<file path="config.mk">
export PLATFORM = sky130hd
export DESIGN_NAME = shared_wire_arb
export DESIGN_NICKNAME = d
export VERILOG_FILES = /design/src/rtl/shared_wire_arb_pkg.sv /design/src/rtl/shared_wire_arb_rr_pick.sv /design/src/rtl/shared_wire_arb.sv
export SDC_FILE = /design/constraint.sdc
export NUM_CORES = 1
export LEC_CHECK = 0
export ABC_AREA = 1
export ABC_CLOCK_PERIOD_IN_PS = 1110
export CAP_MARGIN = 40
export CORE_MARGIN = 4
export CORE_UTILIZATION = 37
export DETAILED_ROUTE_END_ITERATION = 12
export PLACE_DENSITY = 0.74
export SYNTH_ARGS = -nofsm -noshare
export SYNTH_HDL_FRONTEND = slang
export SYNTH_SLANG_ARGS = --single-unit
export TNS_END_PERCENT = 30
</file>
<file path="constraint.sdc">
create_clock -name clk -period 1.11 [get_ports clk]
set_input_delay 0.1665 -clock clk [delete_from_list [all_inputs] [get_ports clk]]
set_output_delay 0.1665 -clock clk [all_outputs]
set_load 0.02 [all_outputs]
</file>
<file path="src/rtl/shared_wire_arb_pkg.sv">
// Shared types and constants for the shared-wire arbiter.
// FSM state encoding and conflict counter ceiling.
package shared_wire_arb_pkg;

  typedef enum logic [1:0] {
    IDLE  = 2'd0,
    ARB   = 2'd1,
    DRIVE = 2'd2
  } state_e;

  localparam logic [7:0] CONFLICT_MAX = 8'd255;

  function automatic int idx_w(input int n);
    return (n < 2) ? 1 : $clog2(n);
  endfunction

endpackage

</file>
<file path="src/rtl/shared_wire_arb_rr_pick.sv">
// Combinational round-robin selector: first set req bit at or after ptr_i.
// Ports: req_i (requests), ptr_i (start index), win_o (winner), valid_o.
module rr_pick
  import shared_wire_arb_pkg::*;
#(
  parameter int NREQ = 4,
  parameter int IW   = idx_w(NREQ)
) (
  input  logic [NREQ-1:0] req_i,
  input  logic [IW-1:0]   ptr_i,
  output logic [IW-1:0]   win_o,
  output logic            valid_o
);

  logic [IW:0] s;

  // Scan from the far end back toward ptr_i so the nearest hit wins.
  always_comb begin
    win_o   = ptr_i;
    valid_o = 1'b0;
    s       = '0;
    for (int k = NREQ - 1; k >= 0; k--) begin
      s = {1'b0, ptr_i} + (IW+1)'(k);
      if (s >= (IW+1)'(NREQ)) begin
        s = s - (IW+1)'(NREQ);
      end
      if (req_i[s[IW-1:0]]) begin
        win_o   = s[IW-1:0];
        valid_o = 1'b1;
      end
    end
  end

endmodule

</file>
<file path="src/rtl/shared_wire_arb.sv">
// Round-robin arbiter granting one requester per 3-cycle slot to load a shared word.
// Ports: clk, rst (sync, active-high), req, wdata -> gnt, busy, shared_q, conflict_cnt.
// Option: define SHARED_WIRE_ARB_CONFLICT_EN to count contended arbitrations.
module shared_wire_arb
  import shared_wire_arb_pkg::*;
#(
  parameter int NREQ = 4,
  parameter int SIZE = 4
) (
  input  logic                       clk,
  input  logic                       rst,
  input  logic [NREQ-1:0]            req,
  input  logic [NREQ*(SIZE-1)-1:0]   wdata,
  output logic [NREQ-1:0]            gnt,
  output logic                       busy,
  output logic [SIZE-2:0]            shared_q,
  output logic [7:0]                 conflict_cnt
);

  localparam int SIZEDEC = SIZE - 2;
  localparam int W       = SIZEDEC + 1;
  localparam int IW      = idx_w(NREQ);

  if (SIZE < 2 || NREQ < 2 || NREQ > 8) begin : g_bad_cfg
    $error("shared_wire_arb: need SIZE>=2 and NREQ in 2..8");
  end

  state_e          state_q, state_d;
  logic [IW-1:0]   winner_q, winner_d;
  logic            wvalid_q, wvalid_d;
  logic [IW-1:0]   rr_ptr_q, rr_ptr_d;
  logic [W-1:0]    shared_d;
  logic [IW-1:0]   pick_win;
  logic            pick_valid;
  logic [IW-1:0]   ptr_inc;
  logic [IW:0]     inc_s;
  logic [W-1:0]    words [NREQ];

  rr_pick #(
    .NREQ (NREQ),
    .IW   (IW)
  ) u_pick (
    .req_i   (req),
    .ptr_i   (rr_ptr_q),
    .win_o   (pick_win),
    .valid_o (pick_valid)
  );

  always_comb begin
    for (int i = 0; i < NREQ; i++) begin
      words[i] = wdata[i*W +: W];
    end
  end

  always_comb begin
    inc_s = {1'b0, winner_q} + (IW+1)'(1);
    if (inc_s >= (IW+1)'(NREQ)) begin
      inc_s = '0;
    end
    ptr_inc = inc_s[IW-1:0];
  end

  always_comb begin
    state_d  = state_q;
    winner_d = winner_q;
    wvalid_d = wvalid_q;
    rr_ptr_d = rr_ptr_q;
    shared_d = shared_q;
    unique case (state_q)
      IDLE: begin
        if (|req) begin
          state_d = ARB;
        end
      end
      ARB: begin
        winner_d = pick_win;
        wvalid_d = pick_valid;
        state_d  = DRIVE;
      end
      DRIVE: begin
        state_d = IDLE;
        if (wvalid_q) begin
          shared_d = words[winner_q];
          rr_ptr_d = ptr_inc;
        end
      end
      default: state_d = IDLE;
    endcase
  end

  always_ff @(posedge clk) begin
    if (rst) begin
      state_q  <= IDLE;
      winner_q <= '0;
      wvalid_q <= 1'b0;
      rr_ptr_q <= '0;
      shared_q <= '0;
    end else begin
      state_q  <= state_d;
      winner_q <= winner_d;
      wvalid_q <= wvalid_d;
      rr_ptr_q <= rr_ptr_d;
      shared_q <= shared_d;
    end
  end

  always_comb begin
    gnt = '0;
    if (state_q == DRIVE && wvalid_q) begin
      gnt[winner_q] = 1'b1;
    end
  end

  assign busy = (state_q != IDLE);

`ifdef SHARED_WIRE_ARB_CONFLICT_EN
  logic [7:0] cnt_q, cnt_d;

  always_comb begin
    cnt_d = cnt_q;
    if (state_q == ARB && $countones(req) >= 2 && cnt_q != CONFLICT_MAX) begin
      cnt_d = cnt_q + 8'd1;
    end
  end

  always_ff @(posedge clk) begin
    if (rst) begin
      cnt_q <= '0;
    end else begin
      cnt_q <= cnt_d;
    end
  end

  assign conflict_cnt = cnt_q;
`else
  assign conflict_cnt = '0;
`endif

endmodule
</file>
==> Flow_metrics.wiki <==
{| class="wikitable"
! Metric !! Value
|-
| Status || finished with violations
|-
| Violated checks || setup timing
|-
| Placed instance area || 1200 um^2
|-
| Cell area power density || 826 nW/um^2
|-
| H-tree level count || 1
|-
| Total standard cell area after synthesis || 802 um^2
|-
| Routed len/inst || 14.4 um
|-
| Post-DP HPWL || 1880 um
|-
| GRT Overall Usage || 0.182
|-
| Horizontal extent of the die || 54.6 um
|-
| Core Box Area || 2000 um^2
|-
| Cell count after synthesis || 127
|-
| Kind of critical path || flop to flop
|-
| Final Hold Violating Endpoints || 0
|-
| Starting Density || 0.401
|-
| Detailed Route Iter0 Violations || 43
|-
| Final slew viol count || 0
|-
| Leading cell types in the layout, fill and taps excluded || sky130_fd_sc_hd__buf_4 (22), sky130_fd_sc_hd__clkdlybuf4s50_1 (17), sky130_fd_sc_hd__nand2_1 (16), sky130_fd_sc_hd__inv_1 (15), sky130_fd_sc_hd__nor2_1 (11)
|-
| Total Die Area || 2980 um^2
|-
| Source-to-sink clock delay at the later pin of the worst-skew pair || 270 ps
|-
| Final cell area excluding filler cells || 1400 um^2
|-
| CTS Root Buffer Type || sky130_fd_sc_hd__clkbuf_4
|-
| Setup repair after global routing missed its margin || yes
|-
| Pin count of the biggest net entering global routing || 10
|-
| LEAKAGE || 0.640 nW
|-
| Initial DRT Pass Iterations || 4
|-
| Leading cell type in the layout, fill and taps excluded || sky130_fd_sc_hd__buf_4
|-
| Tightest Hold Check Type || flop to flop
|-
| Port buffer count || 25
|-
| Clock-pin slew on the worst setup and hold paths || 80 ps
|-
| CTS tree || built
|-
| Fraction of the yosys area taken by sequential cells || 0.250
|-
| Remaining global-route overflow || 0
|-
| Synth unique cells || 26
|-
| Total inserted antenna cells || 0
|-
| Flop and latch count out of synthesis || 10
|-
| Min Clock Period, post-route || 1320 ps
|-
| Count of boundary I/O pins || 34
|-
| Number of antenna violations at the first check in global routing || 0
|-
| Maximum clock path buffer count || 2
|-
| Utilization after layout || 0.701
|-
| Via Count || 1016
|-
| DRC violations left || 0
|-
| Wire length after detailed routing || 2940 um
|-
| Worst-path maximum fanout || 9
|-
| Kind of launch point of the worst setup path || flop
|-
| Post-CTS Hold Buffers || 0
|-
| Peak supply drop || 0.000495 V
|-
| Finish-stage setup viols || 10
|-
| Finished Layout Cells || 204
|-
| Fin Clk Skew || 5.98 ps
|-
| Required time of the critical path || 1270 ps
|-
| Critical Path AT || 1480 ps
|-
| Net count reported at finish || 200
|-
| PnR worst setup slack || -209 ps
|-
| Post-route antenna net violation count || 0
|-
| Synthesis Warnings || 0
|-
| FP Rows || 16
|-
| Final worst-path cycle share || 1.19
|-
| Syn_area_per_cell || 6.32 um^2
|-
| Total placed cells including tap cells || 195
|-
| Vertical extent of the die || 54.6 um
|-
| Final Wtd Congestion || 0.833
|-
| Inserted Clock Buffers || 3
|-
| Ratio of routed vias to standard cells || 4.98
|-
| Achievable clock frequency || 0.758 GHz
|-
| Number of global-route vias before repair || 964
|-
| First-pass GRT wire length || 3910 um
|-
| Endpoint class of the critical path || flop
|-
| Fraction of final layout cells sized beyond drive strength 1 || 0.441
|-
| Layout Area Growth over Synthesis || 74.9%
|-
| Number of sinks handled by clock tree synthesis || 10
|-
| Maximum capacitance violations || 0
|}
## critical path, stage by stage, from the launching register on
cell,delay [ps]
sky130_fd_sc_hd__dfxtp_2,340
sky130_fd_sc_hd__buf_12,140
sky130_fd_sc_hd__nand2_1,120
sky130_fd_sc_hd__nand3_2,110
sky130_fd_sc_hd__nand2_2,90
sky130_fd_sc_hd__nand3_2,120
sky130_fd_sc_hd__nand3_2,100
sky130_fd_sc_hd__nand2_1,60
sky130_fd_sc_hd__nor2_1,100
sky130_fd_sc_hd__nor2_1,50
## registers in the layout, summed over array words and instances (netlist names)
register,count
shared_q,3
rr_ptr_q,2
state_q,2
winner_q,2
wvalid_q,1
## per-stage QoR
| step | hold slack (ps) | worst slack (ps) | power (mW) | TNS, ps |
|---|---|---|---|---|
| 2_1_floorplan | 429 | 5.59 | 0.595 | 0 |
| 3_3_place_gp | 451 | -387 | 0.726 | -2530 |
| 3_5_place_dp | 463 | -457 | 0.737 | -2970 |
| 4_1_cts | 474 | -185 | 1.10 | -1060 |
| 5_1_grt | 521 | -290 | 1.22 | -1940 |
| 6_report | 475 | -209 | 1.16 | -1340 |
## area by class of cell
type                       count  area (um^2)
tap                           27         33.8
fill                         155          599
multi-input combinational     89          568
clock buffer                   4         36.3
inverter                      24          105
timing repair buffer          50          449
sequential                    10          210
## synthesized netlist by cell type
cell | n | area share
sky130_fd_sc_hd__ha_1 | 4 | 0.062
sky130_fd_sc_hd__dfxtp_1 | 10 | 0.25
sky130_fd_sc_hd__inv_1 | 21 | 0.098
sky130_fd_sc_hd__a21oi_2 | 1 | 0.011
sky130_fd_sc_hd__o21ai_2 | 2 | 0.022
sky130_fd_sc_hd__a21oi_1 | 7 | 0.044
sky130_fd_sc_hd__conb_1 | 1 | 0.0047
sky130_fd_sc_hd__nand4_1 | 1 | 0.0078
sky130_fd_sc_hd__o21ai_0 | 11 | 0.069
sky130_fd_sc_hd__a211oi_1 | 1 | 0.0094
sky130_fd_sc_hd__nand2_2 | 3 | 0.023
sky130_fd_sc_hd__or2_2 | 1 | 0.0078
sky130_fd_sc_hd__o21ai_1 | 1 | 0.0062
sky130_fd_sc_hd__inv_6 | 1 | 0.011
sky130_fd_sc_hd__inv_2 | 2 | 0.0094
sky130_fd_sc_hd__o22ai_1 | 3 | 0.023
sky130_fd_sc_hd__nand3_2 | 1 | 0.012
sky130_fd_sc_hd__clkbuf_1 | 1 | 0.0047
sky130_fd_sc_hd__nor3b_1 | 1 | 0.0094
sky130_fd_sc_hd__buf_4 | 8 | 0.075
sky130_fd_sc_hd__buf_6 | 1 | 0.014
sky130_fd_sc_hd__buf_2 | 1 | 0.0062
sky130_fd_sc_hd__a31oi_1 | 1 | 0.0078
sky130_fd_sc_hd__nand2_1 | 20 | 0.094
sky130_fd_sc_hd__nor2_1 | 16 | 0.075
sky130_fd_sc_hd__nand3_1 | 7 | 0.044
## layer usage
layer | vias to the layer above | share of wire | GRT usage
met2 | 49 | 0.54 | 0.315
li1 | 486 | - | -
met4 | 0 | 0.032 | 0.120
met1 | 471 | 0.39 | 0.209
met5 | - | 0 | 0
met3 | 10 | 0.045 | 0.0191
## what timing repair did
action	in CTS	in global routing
pin swaps	4	7
resized for setup	63	24
hold endpoints to repair	0	0
setup buffers	3	2
endpoints found under the setup margin	14	14
## where the power goes
part	internal, mW	leakage, nW	switching (mW)
clock network	0.199	0.0210	0.147
registers	0.378	0.0840	0.0245
logic	0.193	0.535	0.217
## final timing paths
path	slack, ps	endpoint	from	cells past startpoint
max	-210	winner_q[0]	rr_ptr_q[0]	9
min	480	wvalid_q	wvalid_q	2
max reg2reg	-210	winner_q[0]	rr_ptr_q[0]	9
min reg2reg	480	wvalid_q	wvalid_q	2
## cells by family (layout without fill, tap and decap cells)
logic type	count (synthesis)	count (layout)	share of synthesized area
AND/OR/NAND/NOR	50	50	0.273
buffers and inverters	35	78	0.218
AO/OA/AOI/OAI	27	27	0.192
flip-flops	10	10	0.250
adder cells (fa/ha/maj)	4	4	0.0624
other	1	8	0.00468
Power figures use the tool's default switching activity.
